$ cat config.mk
export PLATFORM = sky130hd
export DESIGN_NAME = hack_cpu_ctrl
export DESIGN_NICKNAME = d
export VERILOG_FILES = /design/src/rtl/hack_cpu_ctrl_pkg.sv /design/src/rtl/hack_jump_eval.sv /design/src/rtl/hack_cpu_ctrl.sv
export SDC_FILE = /design/constraint.sdc
export NUM_CORES = 1
export LEC_CHECK = 0
export CORE_MARGIN = 8
export CORE_UTILIZATION = 25
export CTS_CLUSTER_DIAMETER = 150
export DETAILED_ROUTE_END_ITERATION = 10
export PLACE_DENSITY_LB_ADDON = 0.08
export SYNTH_ARGS = -nofsm -noshare
export SYNTH_HDL_FRONTEND = slang
export SYNTH_SLANG_ARGS = --single-unit
export TNS_END_PERCENT = 30
$ cat constraint.sdc
create_clock -name clk -period 2 [get_ports clk]
set_clock_uncertainty 0.1 [all_clocks]
set_input_delay 0.4 -clock clk [delete_from_list [all_inputs] [get_ports clk]]
set_output_delay 0.4 -clock clk [all_outputs]
set_load 0.02 [all_outputs]
$ cat src/rtl/hack_cpu_ctrl_pkg.sv
// Shared definitions for the Hack control unit: widths, FSM encoding,
// instruction field positions and a small decode helper.
package hack_cpu_ctrl_pkg;

   localparam int DATA_W = 16;
   localparam int ADDR_W = 15;

   localparam logic [1:0] ST_FETCH = 2'd0;
   localparam logic [1:0] ST_EXEC  = 2'd1;
   localparam logic [1:0] ST_WB    = 2'd2;

   localparam int TYPE_BIT = 15;
   localparam int ABIT     = 12;
   localparam int CMP_HI   = 11;
   localparam int CMP_LO   = 6;
   localparam int DEST_HI  = 5;
   localparam int DEST_LO  = 3;
   localparam int JMP_HI   = 2;
   localparam int JMP_LO   = 0;

   typedef struct packed {
      logic       is_c;
      logic       a_sel;
      logic [5:0] comp;
      logic       d_a;
      logic       d_d;
      logic       d_m;
      logic [2:0] jmp;
   } instr_fields_t;

   function automatic instr_fields_t decode(input logic [DATA_W-1:0] w);
      instr_fields_t f;
      f.is_c  = w[TYPE_BIT];
      f.a_sel = w[ABIT];
      f.comp  = w[CMP_HI:CMP_LO];
      f.d_a   = w[DEST_HI];
      f.d_d   = w[DEST_HI-1];
      f.d_m   = w[DEST_LO];
      f.jmp   = w[JMP_HI:JMP_LO];
      return f;
   endfunction

endpackage

$ cat src/rtl/hack_jump_eval.sv
// Jump condition evaluation from {jlt,jeq,jgt} and the captured ALU flags.
module hack_jump_eval (
   input  logic [2:0] j,
   input  logic       zr,
   input  logic       ng,
   output logic       take
);

   assign take = (j[2] & ng) | (j[1] & zr) | (j[0] & ~zr & ~ng);

endmodule

$ cat src/rtl/hack_cpu_ctrl.sv
// Multi-cycle Hack control/register unit: holds A, D, PC and sequences
// FETCH -> EXEC -> (WB) around an external combinational ALU.
module hack_cpu_ctrl
   import hack_cpu_ctrl_pkg::*;
(
   input  logic                clk,
   input  logic                rst_n,
   input  logic [DATA_W-1:0]   instr,
   input  logic                instr_valid,
   output logic                instr_ready,
   input  logic [DATA_W-1:0]   in_m,
   output logic [DATA_W-1:0]   out_m,
   output logic                write_m,
   output logic [ADDR_W-1:0]   address_m,
   output logic [ADDR_W-1:0]   pc,
   output logic [DATA_W-1:0]   alu_x,
   output logic [DATA_W-1:0]   alu_y,
   output logic [5:0]          alu_s,
   input  logic [DATA_W-1:0]   alu_o,
   input  logic                alu_zr,
   input  logic                alu_ng
);

   logic [1:0]        state;
   logic [DATA_W-1:0] ir;
   logic [DATA_W-1:0] a_reg;
   logic [DATA_W-1:0] d_reg;
   logic [DATA_W-1:0] result;
   logic [ADDR_W-1:0] pc_reg;
   logic [ADDR_W-1:0] pc_inc;
   logic              flag_zr;
   logic              flag_ng;
   logic              take;
   logic              c_exec;
   logic              in_wb;
   instr_fields_t     f;

   assign f      = decode(ir);
   assign pc_inc = pc_reg + 15'd1;
   assign c_exec = (state == ST_EXEC) && f.is_c;
   assign in_wb  = (state == ST_WB);

   hack_jump_eval u_jump (
      .j    (f.jmp),
      .zr   (flag_zr),
      .ng   (flag_ng),
      .take (take)
   );

   // Handshake: an instruction transfers on a rising edge where both
   // instr_valid and instr_ready are high; instr_ready is high only in FETCH,
   // so instr_valid seen in any other state is ignored and nothing is lost.
   assign instr_ready = (state == ST_FETCH);

   always_ff @(posedge clk or negedge rst_n) begin
      if (!rst_n) begin
         state   <= ST_FETCH;
         ir      <= '0;
         a_reg   <= '0;
         d_reg   <= '0;
         result  <= '0;
         pc_reg  <= '0;
         flag_zr <= 1'b0;
         flag_ng <= 1'b0;
      end else begin
         case (state)
            ST_FETCH: begin
               if (instr_valid) begin
                  ir    <= instr;
                  state <= ST_EXEC;
               end
            end
            ST_EXEC: begin
               if (!f.is_c) begin
                  a_reg  <= {1'b0, ir[ADDR_W-1:0]};
                  pc_reg <= pc_inc;
                  state  <= ST_FETCH;
               end else begin
                  result  <= alu_o;
                  flag_zr <= alu_zr;
                  flag_ng <= alu_ng;
                  state   <= ST_WB;
               end
            end
            ST_WB: begin
               // Jump target uses A as it stood before this writeback.
               if (f.d_a) a_reg <= result;
               if (f.d_d) d_reg <= result;
               pc_reg <= take ? a_reg[ADDR_W-1:0] : pc_inc;
               state  <= ST_FETCH;
            end
            default: state <= ST_FETCH;
         endcase
      end
   end

   assign pc        = pc_reg;
   assign address_m = a_reg[ADDR_W-1:0];
   assign write_m   = in_wb && f.d_m;
   assign out_m     = (in_wb && f.d_m) ? result : '0;

   assign alu_x = d_reg;
   assign alu_y = (c_exec && f.a_sel) ? in_m : a_reg;
   assign alu_s = c_exec ? f.comp : 6'd0;

endmodule

======== After elaboration in Yosys (flattened, before gate mapping) ========
Cells that the tools add are included.
operators by class
  reduce and logical (&&, ||, !) cells .... 10
  equality and inequality tests ........... 5
  mux-type cells .......................... 12
  bitwise logic cells ..................... 8
  $add $sub $neg .......................... 1
operator list
  cell                                            number
  2-to-1 mux 16 bit                               4
  case mux 16 bit (2 select lines)                1
  2-to-1 mux 15 bit                               2
  case mux 15 bit (2 select lines)                1
  adder 15 x 1 -> 15 bit (second input constant)  1
  AND reduction 2 bit                             4
  2-to-1 mux 6 bit                                1
  != test 2 bit (second input constant)           3
  bitwise AND 1 bit                               4
  2-to-1 mux 2 bit                                2
  case mux 2 bit (2 select lines)                 1
  logical AND 1 bit                               3
  AND reduction 3 bit                             1
  == test 2 x 1 -> 1 bit (second input constant)  1
  == test 2 bit (second input constant)           1
  logical NOT 2 bit                               1
  NOT 1 bit                                       2
  OR 1 bit                                        2
  nonzero test 2 bit                              1
word-level totals
  flip-flop bits (word level) ............. 83
  output and inout bits ................... 86
  input port bits ......................... 53

======== Depth between registers and ports, before layout ========
Gate-level depths: netlist (run 1).
  word-level depth ........................ 6
  depth in mapped cells ................... 6
  gate-level depth less buffers ........... 5

======== Modules after synthesis ========
From an unflattened synthesis (run 1), not the netlist that was laid out.
unflattened totals
  cell total of the unflattened synthesis .. 417
  area, all modules ....................... 4202.8 um^2
by module, submodules not included
  module          times used  sequential area each (um^2)  cells each  area an instance (um^2)
  hack_cpu_ctrl   1           2077.0                       415         4185.3
  hack_jump_eval  1           0.0                          2           17.5

======== Worst setup path after synthesis (run 1) ========
No wires, ideal clock.
  path kind ............................... register -> output
  from .................................... register state[1]
  to ...................................... output port alu_y[10]
  data required time ...................... 1.500 ns
  buffers on the path ..................... 2
  arrival time ............................ 1.471 ns
  slack ................................... 0.029 ns
  stages on the path, launching flop included .. 6
  cells stage by stage .................... dfrtp_1 and3b_1 buf_2 nand2_2 buf_2 mux2_2
between the ends
  longest elaborated chain between the ends .. 4
RTL lines
  element                   RTL line              source
  start: declaration        hack_cpu_ctrl.sv:24   logic [1:0] state;
  start signal: assignment  hack_cpu_ctrl.sv:57   state <= ST_FETCH;
  start signal: assignment  hack_cpu_ctrl.sv:70   state <= ST_EXEC;
  start signal: assignment  hack_cpu_ctrl.sv:77   state <= ST_FETCH;
  == test 2 x 1 -> 1 bit    hack_cpu_ctrl.sv:40   assign c_exec = (state == ST_EXEC) && f.is_c;
  logical AND 1 bit         hack_cpu_ctrl.sv:40
  logical AND 1 bit         hack_cpu_ctrl.sv:103  assign alu_y = (c_exec && f.a_sel) ? in_m : a_reg;
  2-to-1 mux 16 bit         hack_cpu_ctrl.sv:103
  end: declaration          hack_cpu_ctrl.sv:17   output logic [DATA_W-1:0] alu_y,
No other way between the ends.

======== Worst setup path in the final report (run 1) ========
  from .................................... register state[0]
  to ...................................... output port alu_y[7]
Same word-level chain as after synthesis.

==> out/metrics.cfg, run 1 <==
[status]
status = finished, violations left
violations = negative setup slack

[final_layout]
layout-drive-gt1-share = 0.377
final_cell_mix = 90 x clkdlybuf4s50_1, 83 x dfrtp_1, 57 x mux2_2, 45 x buf_4, 34 x buf_6
fill_cells = 1617
final_common_cell = clkdlybuf4s50_1
n_antenna_cell = 0
nNetsFinal = 577
area_growth_syn_to_layout_pct = 56.3
utilization = 0.397

[place]
dp.final_hpwl_um = 10400
globalplace.congestion = 0.809
io_buffers = 138
place_ws_ns = -0.196

[floorplanning]
num_io_pins = 139
start_util = 0.254
num_rows = 47
die_w_um = 145
die_h_um = 145
coreArea_um2 = 16500
die_area_um2 = 21100

[power_and_ir_drop]
p_leak_nw = 2.94
irDropWorstVdd_mv = 0.662
total_power_w = 0.00955
power_density_nw_per_um2 = 1460

[hold_path]
hold_depth = 2
worstHoldStart = a_reg[15]
holdPathEnd = a_reg[15]
hold_class = flop to flop

[timing]
rsz0062_at_grt = yes
worst_pin_slew_ns = 0.489
hold_viol = 0
setup_ws_ns = -0.198
slew_headroom = 0.674
timing.hold.ws_ns = 0.378
slew_viol_final = 0
finalCriticalPeriod_ns = 2.20
finalSetupViolCount = 31
max_freq_ghz = 0.455
period_share = 1.10

[setup_path]
worstRegToRegCells = 5
cp_max_fo = 5
r2r_start = flag_ng
start_kind = flop
crit_required_ns = 1.50
rr_endpoint = pc[13]
worst_setup_path_end_kind = primary output
criticalPathCategory = flop to primary output
r2r_slack_ns = 0.08
arrival_ns = 1.70

[clocking]
cts_max_path_buffers = 2
cts_buffers = 9
cts.sinks = 83
cts_tree = yes
clk_pin_slew_ns = 0.06
cts-root-buf = clkbuf_16
clk_latency_ns = 0.35
h-tree-depth = 3

[synthesis]
syn_area_um2 = 4180
ys_warn_count = 0
syn_inst = 360
synth-seq-area-share = 0.497
syn_avg_cell_area_um2 = 11.6
syn_nets = 414
async_flop_share = 1.00
synthFlopType = dfrtp_1
ys_ff_latch = 83
synth.distinct_cells = 47
synth_edf_count = 0

[global_route]
grt_pass1_wl_um = 22000
grt_start_max_net_pins = 36
overflow = 0
antenna_found_initial = 0
grt_pass1_vias = 3692
groute.usage.overall = 0.133

[routing]
dr_total_vias = 3390
firstDrtPassIters = 5
via_per_inst = 4.53
drtIter0Drc = 122
routed_wl_um = 14000
remaining_drc_errors = 0
wl_per_cell_um = 18.7
ant_nets = 0

[flow_run]
maxCapViolCount = 0

## area by class of cell
class	count	area [um^2]	area share
repair buffers	190	1880	0.288
well taps	220	275	0.0422
flip-flops and latches	83	2080	0.318
clock buffers	10	239	0.0366
inverters	5	18.8	0.00287
multi-input cells	234	1960	0.301
clock inverters	6	72.6	0.0111
## stage by stage
stage / instance area [um^2] / cells / TNS, ns
floorplan: 4180 / 360 / 0
global placement: 6040 / 730 / -4.85
detailed placement: 6040 / 730 / -5.26
CTS: 6290 / 747 / -3.84
global route: 6530 / 748 / -5.90
finish: 6530 / 748 / -3.42
## layer usage
metal / vias up / track usage / share of wire
met1: 1649 / 0.171 / 0.47
met5: - / 0 / 0
met4: 0 / 0.0375 / 0.012
met3: 8 / 0.0563 / 0.073
met2: 119 / 0.200 / 0.45
li1: 1614 / - / -
## where the power goes
part	switching, W	internal (W)	leakage (nW)
clock network	0.000735	0.00102	0.150
registers	0.000702	0.00241	1.00
logic	0.00219	0.00249	1.79
total	0.00363	0.00592	2.94
## repair_timing
action / in CTS / in global routing
endpoints found under the setup margin: 47 / 60
gates resized for setup: 185 / 69
gates cloned: 0 / 1
endpoints found under the hold margin: 30 / 0
hold buffers: 1 / 0
pin swaps: 1 / 1
setup buffers: 0 / 0
## cell families (layout without fill, tap and decap cells)
kind of cell | Yosys count | count (layout) | share of synthesized area
AOI/OAI and AO/OA | 46 | 46 | 0.0734
adders and majority gates | 1 | 1 | 0.00299
buffers and inverters | 43 | 211 | 0.0605
DFF | 83 | 83 | 0.497
muxes | 89 | 89 | 0.234
and+or+nand+nor | 98 | 98 | 0.132
## worst max-delay path, cell delays in order, from the launching register on
cell	delay, ns
dfrtp_1	0.37
and3b_2	0.24
nand2_4	0.11
clkbuf_16	0.16
mux2_2	0.33
buf_6	0.13
## synth_stat cells, types with 2 or more instances
cell type	count	area, um^2
o221a_2	2	22.5
and2_1	10	62.6
o211ai_1	3	22.5
inv_1	5	18.8
a21oi_1	10	50.1
nand3_1	11	55.1
o21ai_0	16	80.1
mux2i_1	18	180
nor2_1	6	22.5
nand4_1	9	56.3
nand2_1	24	90.1
and3_1	18	113
dfrtp_1	83	2080
o22a_1	5	43.8
nand2_2	2	12.5
buf_2	12	60.1
nor3_1	2	10.0
buf_4	18	135
mux2_2	71	800
and4_1	3	26.3
clkbuf_1	6	22.5
## worst max path at each step
stage,from,end,slack (ns),depth (start not counted)
final,state[0],alu_y[7],-0.20,5
after global routing,state[1],alu_y[9],-0.26,5
after CTS,state[0],out_m[3],-0.21,5
after detailed placement,ir[15],alu_y[2],-0.20,5
after global placement,ir[15],alu_y[0],-0.17,5
after floorplan,state[1],alu_y[10],0.03,5
Power figures use the tool's default switching activity.
==> run 2: changes to the inputs <==
- MAX_ROUTING_LAYER: not set -> met4
==> run 2 against run 1 <==
  * Non-clock buffer count did not move
  * Cell count did not move
  * The flow still finishes with violations (negative setup slack)
  * Sequential power barely moved
  * Worst setup slack barely moved
  * Worst hold slack got worse by 0.00072 ns
  * Routed wire length rose by 0.38%
  * Utilization barely moved
  * Design area barely moved
  * Register-to-register slack barely moved
  * Combinational power barely moved
==> out/metrics.cfg, run 2 (synthesis gave the netlist of run 1 again) <==
[routing]
firstDrtPassIters = 4  ; -1
ant_nets = 0  ; unchanged
routed_wl_um = 14000  ; +0.38%
remaining_drc_errors = 0  ; unchanged
wl_per_cell_um = 18.7  ; +0.38%
dr_total_vias = 3385  ; -0.15%
via_per_inst = 4.53  ; -0.15%
drtIter0Drc = 139  ; +14%

[power_and_ir_drop]
power_density_nw_per_um2 = 1460  ; +0.12%
irDropWorstVdd_mv = 0.664  ; +0.30%
p_leak_nw = 2.94  ; about the same
total_power_w = 0.00955  ; about the same

[timing]
max_freq_ghz = 0.455  ; about the same
worst_pin_slew_ns = 0.490  ; +0.00116 ns
setup_ws_ns = -0.198  ; -0.000112 ns
rsz0062_at_grt = yes
period_share = 1.10  ; about the same
slew_viol_final = 0  ; unchanged
slew_headroom = 0.673  ; -0.000776
hold_viol = 0  ; unchanged
finalCriticalPeriod_ns = 2.20  ; +0.000112 ns
finalSetupViolCount = 27  ; -13%

[final_layout]
final_common_cell = clkdlybuf4s50_1
utilization = 0.396  ; about the same
nNetsFinal = 577  ; unchanged
layout-drive-gt1-share = 0.377  ; unchanged
final_cell_mix = 90 x clkdlybuf4s50_1, 83 x dfrtp_1, 57 x mux2_2, 46 x buf_4, 33 x buf_6
n_antenna_cell = 0  ; unchanged
fill_cells = 1617  ; unchanged
final_cells = 748  ; unchanged
area_growth_syn_to_layout_pct = 56.2  ; about the same

[clocking]
cts_buffers = 9  ; unchanged
cts-root-buf = clkbuf_16
clk_latency_ns = 0.35  ; about the same
post_cts_buffers = 0  ; unchanged
clk_pin_slew_ns = 0.06  ; about the same
h-tree-depth = 3  ; unchanged
cts.sinks = 83  ; unchanged
cts_max_path_buffers = 2  ; unchanged
cts_tree = yes

[setup_path]
criticalPathCategory = flop to primary output
crit_required_ns = 1.50  ; about the same
worstSetupStartpoint = state[0]
critical_path.max_stage_delay_ns = 0.37  ; about the same
arrival_ns = 1.70  ; about the same
r2r_start = flag_ng
start_kind = flop
slowest_stage = dfrtp_1
crit_chain = and3b_2, nand2_4, clkbuf_16, mux2_2, buf_6
worst_setup_path_end_kind = primary output
cp_max_fo = 5  ; unchanged

[floorplanning]
coreArea_um2 = 16500  ; unchanged
die_w_um = 145  ; unchanged
num_io_pins = 139  ; unchanged
start_util = 0.254  ; unchanged
die_area_um2 = 21100  ; unchanged
num_rows = 47  ; unchanged
die_h_um = 145  ; unchanged

[place]
io_buffers = 138  ; unchanged
place_ws_ns = -0.196  ; unchanged
globalplace.congestion = 0.821  ; +1.5%
dp.final_hpwl_um = 10400  ; unchanged
dpl.cell_count = 730  ; unchanged

[flow_run]
maxCapViolCount = 0  ; unchanged

[hold_path]
worstHoldStart = a_reg[15]
hold_class = flop to flop

[global_route]
grt_pass1_wl_um = 21900  ; -0.35%
grt_pass1_vias = 3709  ; +0.46%
grt_start_max_net_pins = 36  ; unchanged
overflow = 0  ; unchanged
antenna_found_initial = 0  ; unchanged
groute.usage.overall = 0.137  ; +0.00348

[status]
status = finished, violations left
violations = negative setup slack

==> run 2: cell counts in the layout (fill, tap and decap cells not counted) <==
No cell type changed its count.
==> run 2: final timing paths <==
path,end,slack (ns),depth (start not counted)
hold reg to reg,a_reg[15],0.38,2
setup / recovery,alu_y[7],-0.20,5
max in group asynchronous,pc[12],0.76,3
setup reg to reg,pc[13],0.08,5
hold / removal,a_reg[15],0.38,2
min in group asynchronous,pc[7],0.45,2
==> run 2: area by class of cell <==
class,instances,area (um^2),share of cell area
sequential,83,2080,0.318
multi-input combinational,234,1960,0.301
timing repair buffer,190,1880,0.288
tap,220,275,0.0422
clock buffer,10,239,0.0366
clock inverter,6,72.6,0.0111
inverter,5,18.8,0.00288
==> run 2: power by group <==
group	switching (W)	internal (W)
logic	0.00219	0.00249
clock network	0.000739	0.00102
registers	0.000703	0.00241
==> run 2: worst max-delay path, delay by kind of cell (launching register included) <==
kind / cells / cell delay [ns]
and+or+nand+nor: 2 / 0.35
DFF: 1 / 0.37
buffers and inverters: 2 / 0.29
muxes: 1 / 0.33
==> run 2: repair_timing <==
item / CTS / global route
endpoints found under the hold margin: 30 / 0
pin swaps: 1 / 1
cloned: 0 / 1
gates resized for setup: 185 / 68
setup endpoints to repair: 47 / 59
hold buffers: 1 / 0
==> run 2: through the flow <==
step | instance area (um^2) | TNS [ns] | hold WS (ns)
5_1_grt | 6530 | -5.65 | 0.424
3_5_place_dp | 6040 | -5.26 | 0.297
6_report | 6530 | -3.25 | 0.377
3_3_place_gp | 6040 | -4.85 | 0.291
2_1_floorplan | 4180 | 0 | 0.00441
4_1_cts | 6290 | -3.84 | 0.375
==> run 2: per-layer routing <==
metal | GRT usage | routed length (um) | vias up | part of all wire
li1 | - | - | 1612 | -
met4 | 0.0375 | 181 | 0 | 0.013
met2 | 0.200 | 6310 | 123 | 0.45
met5 | - | 0 | - | 0
met1 | 0.174 | 6600 | 1640 | 0.47
met3 | 0.0488 | 922 | 10 | 0.066
==> run 3: changes to the inputs <==
- CORE_UTILIZATION: 25 -> 37
==> run 3 against run 2 <==
  * The run ends with negative hold slack, negative setup slack left
  * Total power decreased by 3.2%
  * Clock-buffer cell count decreased by 1
  * Register-to-register slack better by 0.02 ns
  * Via count is 1.3% lower
  * Worst setup slack improved by 0.018 ns
  * Clock power is 4% lower
  * Largest cell class unchanged
  * Largest power group unchanged
==> out/metrics.cfg, run 3 (synthesis gave the netlist of run 1 again) <==
[status]
status = finished, violations left
violations = negative hold slack, negative setup slack

[setup_path]
criticalPathCategory = flop to primary output
r2r_slack_ns = 0.10  ; +0.02 ns
worstRegToRegCells = 5  ; unchanged
cp_max_fo = 5  ; unchanged
r2r_start = flag_ng
crit_chain = and3b_2, nand2_4, buf_6, mux2_2, buf_6
crit_required_ns = 1.50  ; about the same
start_kind = flop
critical_path.max_stage_delay_ns = 0.37  ; about the same
rr_endpoint = pc[13]
slowest_stage = dfrtp_1
cp_common_cell = buf_6
path_buf_inv = 2  ; unchanged
worst_setup_path_end_kind = primary output
path_delay_family = flip-flops
arrival_ns = 1.68  ; -0.02 ns

[routing]
via_per_inst = 5.09  ; +12%
dr_total_vias = 3341  ; -1.3%
ant_nets = 0  ; unchanged
routed_wl_um = 12200  ; -13%
wl_per_cell_um = 18.6  ; -0.62%
remaining_drc_errors = 0  ; unchanged
firstDrtPassIters = 4  ; unchanged
drtIter0Drc = 188  ; +35%

[floorplanning]
coreArea_um2 = 11200  ; -32%
die_area_um2 = 15000  ; -29%
start_util = 0.372  ; +0.119
num_io_pins = 139  ; unchanged
die_w_um = 122  ; -16%
die_h_um = 122  ; -16%
num_rows = 39  ; -17%

[global_route]
antenna_found_initial = 0  ; unchanged
overflow = 0  ; unchanged
grt_pass1_vias = 3574  ; -3.6%
grt_pass1_wl_um = 19000  ; -13%
grt_start_max_net_pins = 84  ; +130%
groute.usage.overall = 0.166  ; +0.0297

[final_layout]
n_antenna_cell = 0  ; unchanged
utilization = 0.557  ; +0.161
nNetsFinal = 563  ; -2.4%
final_cells = 657  ; -12%
final_cell_mix = 95 x clkdlybuf4s50_1, 83 x dfrtp_1, 59 x mux2_2, 36 x buf_4, 31 x buf_6
final_common_cell = clkdlybuf4s50_1
layout-drive-gt1-share = 0.350  ; -0.0267
area_growth_syn_to_layout_pct = 49.7

[place]
dp.final_hpwl_um = 8980  ; -14%
dpl.cell_count = 640  ; -12%
io_buffers = 138  ; unchanged
globalplace.congestion = 0.816  ; -0.66%
place_ws_ns = -0.193  ; +0.00315 ns

[clocking]
h-tree-depth = 3  ; unchanged
clk_latency_ns = 0.33  ; -0.02 ns
clk_pin_slew_ns = 0.07  ; about the same
hold_buffers = 0  ; -1
post_cts_buffers = 0  ; unchanged
cts_tree = yes
cts.sinks = 83  ; unchanged
cts_buffers = 9  ; unchanged
cts-root-buf = clkbuf_16
cts_max_path_buffers = 2  ; unchanged

[timing]
max_freq_ghz = 0.459  ; +0.84%
slew_headroom = 0.527  ; -0.146
finalCriticalPeriod_ns = 2.18  ; -0.0183 ns
hold_viol = 13  ; +13
slew_viol_final = 0  ; unchanged
finalSetupViolCount = 17  ; -37%
timing.hold.ws_ns = -0.0302  ; -0.407 ns
period_share = 1.09  ; -0.00917
setup_tns_ns = -2.57  ; +0.684 ns
setup_ws_ns = -0.180  ; +0.0183 ns
worst_pin_slew_ns = 0.695  ; +0.204 ns
rsz0062_at_grt = yes

[power_and_ir_drop]
irDropWorstVdd_mv = 0.622  ; -6.3%
power_density_nw_per_um2 = 1480  ; +0.97%
p_leak_nw = 2.79  ; -4.9%

[flow_run]
maxCapViolCount = 0  ; unchanged

[hold_path]
hold_class = primary input to async pin

-- run 3: cell count changes in the layout (fill, tap and decap cells not counted), moves of 5 or more --
cell	delta
and3_1	+6
and3_4	-6
buf_4	-10
clkdlybuf4s50_1	+5
dlymetal6s2s_1	-5
-- run 3: metrics by stage --
step / instance area (um^2) / total power [W]
final: 6250 / 0.00924
after global placement: 5840 / 0.00739
after detailed placement: 5840 / 0.00746
after global routing: 6250 / 0.00979
after CTS: 6000 / 0.00901
after floorplan: 4180 / 0.00539
-- run 3: area by class of cell --
type,count,area (um^2)
clock buffers,9,225
clock inverters,7,76.3
fillers,1027,4970
inverters,5,18.8
multi-input cells,234,1930
flip-flops and latches,83,2080
well taps,143,179
repair buffers,176,1750
-- run 3: worst max path at each step --
stage / startpoint / end / slack (ns) / cells past startpoint
2_1_floorplan: state[1] / alu_y[10] / 0.03 / 5
3_3_place_gp: ir[15] / alu_y[15] / -0.17 / 5
3_5_place_dp: ir[15] / alu_y[2] / -0.19 / 5
4_1_cts: ir[15] / alu_y[2] / -0.18 / 5
5_1_grt: state[0] / alu_y[2] / -0.22 / 5
6_report: state[0] / alu_y[2] / -0.18 / 5
-- run 3: what timing repair did --
item                       in CTS  in global routing
gates resized for setup       165                 75
setup endpoints to repair      56                 42
cloned                          0                  1
pin swaps                       0                  2
-- run 3: power breakdown --
| group | switching (W) | internal, W |
|---|---|---|
| Sequential | 0.000690 | 0.00241 |
| Clock | 0.000708 | 0.000977 |
| Combinational | 0.00209 | 0.00237 |
-- run 3: layer usage --
metal	track usage	up-vias	share of wire
li1	-	1579	-
met1	0.210	1647	0.45
met2	0.258	102	0.47
met3	0.0451	13	0.066
met4	0.0442	0	0.011
met5	-	-	0
==> RTL change: new RTL, settings of run 1 <==
Make the reset (`rst_n`) synchronous in one clocked block.
--- a/src/rtl/hack_cpu_ctrl.sv
+++ b/src/rtl/hack_cpu_ctrl.sv
@@ -53,5 +53,5 @@
    assign instr_ready = (state == ST_FETCH);
 
-   always_ff @(posedge clk or negedge rst_n) begin
+   always_ff @(posedge clk) begin
       if (!rst_n) begin
          state   <= ST_FETCH;
Behaviour: differs if rst_n is asserted again (counterexample within 4 cycles, from zero or initial values and one cycle with rst_n low); with rst_n held inactive, the same outputs for 10 cycles.
==> RTL change against run 1 <==
- the run still ends with negative setup slack left
- area after synthesis fell by 4.3%
- final area fell by 6.6%
- wire length rose by 4.0%
- sequential cell count did not move
- setup slack improved by 0.095 ns
- non-clock buffer count fell by 14
- first-iteration DRC count rose by 79%
- critical path type unchanged
- critical endpoint is now alu_y[8]
Power is not compared: it rests on default switching activity, and its combinational part moved more than twofold at a synthesized area within 25%.
==> RTL change: results (changes against run 1) <==
worst_slew_pin_slew_ns: 0.4223  # -0.06686 ns
synth_adder_area_share_pct: 0.3128  # +0.013 points
fin_ws_ns: -0.1031  # +0.09472 ns
postSynthNetCount: 544  # +31%
min_hold_slack_ns: 0.3576  # -0.02007 ns
placedInstanceArea_um2: 5714  # -5.4%
worst-r2r-cell-count: 8  # +3
min_to: "ir[13]"
detailedRoute.firstIterationViolations: 218  # +79%
hold_start: "ir[13]"
synth_top_cells_by_count: "nand2_1 (117), dfxtp_1 (83), a21oi_1 (57)"
totalWireLength_um: 14520  # +4.0%
largest_driver_fanout_on_the_critical_path: 8  # +3
synth_area_leaders: "dfxtp_1 (42%), nand2_1 (11%), a21oi_1 (7.1%), mux2_1 (6.2%), mux2i_1 (4.3%)"
ctsHtreeMaxLevel: 3  # unchanged
grt_pass1_vias: 4012  # +8.7%
violations: "negative setup slack"
post_synth_mux_area_share_pct: 10.73  # -13 points
grt_pass1_wl_um: 22430  # +1.9%
areaGrowthSynthToFinish_pct: 52.52
worst_r2r_endpoint: "pc[10]"
fin_tns_setup_ns: -1.370  # +2.045 ns
post_synthesis_compound_gate_area_fraction_pct: 15.70  # +8.4 points
grt.total_usage_pct: 14.18  # +0.87 points
finalWeightedCongestion: 0.7920  # -2.1%
synthDistinctLibCells: 50  # +6.4%
pin_count_of_the_biggest_net_entering_global_routing: 56  # +56%
final_layout_size_suffix_gt1_share_pct: 19.40  # -18 points
async_reset_ff_share_pct: 0  # -100 points
layout.filler_cells: 1647  # +1.9%
detailedPlacementHpwl_um: 10680  # +2.7%
timing.critical_path.arrival_ns: 1.60  # -0.10 ns
avgViaCountPerCell: 4.622  # +2.0%
vdd_ir_drop_max_uv: 340.1
regToRegStartpoint: "state[0]"
seq_area_frac_synth_pct: 41.54  # -8.2 points
status: "finished with violations"
first_pass_iters: 4  # -1
finish.net_count: 683  # +18%
setup_viol: 20  # -35%
worst-r2r-setup-slack_ns: 0.06  # -0.02 ns
clock_pin_transition_on_the_worst_setup_and_hold_timing_paths_ns: 0.06  # about the same
RTL change: what timing repair did:
| action | 4_1_cts | 5_1_grt |
|---|---|---|
| gates cloned | 0 | 1 |
| endpoints found under the hold margin | 0 | 0 |
| gates resized for setup | 169 | 55 |
| pin swaps | 1 | 3 |
| setup endpoints to repair | 44 | 52 |
RTL change: through the flow:
stage / total power, uW / cells / setup WS [ns]
CTS: 4017 / 849 / -0.1597
detailed placement: 2286 / 833 / -0.1889
finish: 3995 / 850 / -0.1031
global route: 4180 / 850 / -0.1749
global placement: 2280 / 833 / -0.1866
floorplan: 2023 / 490 / 0.01150
RTL change: power by group through the flow:
stage          Combinational (uW)  Clock, uW  Sequential [uW]
2_1_floorplan                 245          0             1780
3_3_place_gp                  490          0             1790
3_5_place_dp                  494          0             1790
4_1_cts                       479       1780             1760
5_1_grt                       555       1860             1760
6_report                      514       1730             1760
RTL change: cells by family after synthesis:
| group | count (synthesis) |
|---|---|
| multiplexers | 40 |
| AO/OA/AOI/OAI | 104 |
| AND/OR/NAND/NOR | 210 |
| flip-flops | 83 |
| buffers and inverters | 52 |
| adder cells (fa/ha/maj) | 1 |
RTL change: final cells by class:
| type | count | area share [%] |
|---|---|---|
| Clock inverter | 1 | 0.4922 |
| Sequential cell | 83 | 27.28 |
| Tap cell | 216 | 4.430 |
| Timing Repair Buffer | 176 | 28.18 |
| Clock buffer | 15 | 4.553 |
| Multi-Input combinational cell | 355 | 34.82 |
| Inverter | 4 | 0.2461 |
RTL change: critical path, stage by stage (launching register included):
cell       delay, ns
dfxtp_2         0.33
nand2_2         0.07
nor2_4          0.14
nand2_4         0.09
clkbuf_16       0.19
mux2_4          0.31
buf_6           0.13
RTL change: worst max-delay path by stage:
stage | start | to | slack [ns]
6_report | ir[15] | alu_y[8] | -0.10
5_1_grt | state[0] | alu_y[1] | -0.17
4_1_cts | state[0] | out_m[10] | -0.16
3_5_place_dp | ir[15] | alu_y[2] | -0.19
3_3_place_gp | ir[15] | alu_s[0] | -0.19
2_1_floorplan | state[0] | alu_y[10] | 0.01
RTL change: layer usage:
| layer | up-vias | routed length (um) | GRT usage, % |
|---|---|---|---|
| met5 | - | 0 | 0 |
| met3 | 11 | 908 | 4.260 |
| met2 | 111 | 6545 | 22.29 |
| li1 | 1972 | - | - |
| met4 | 0 | 240 | 5.257 |
| met1 | 1835 | 6824 | 17.89 |
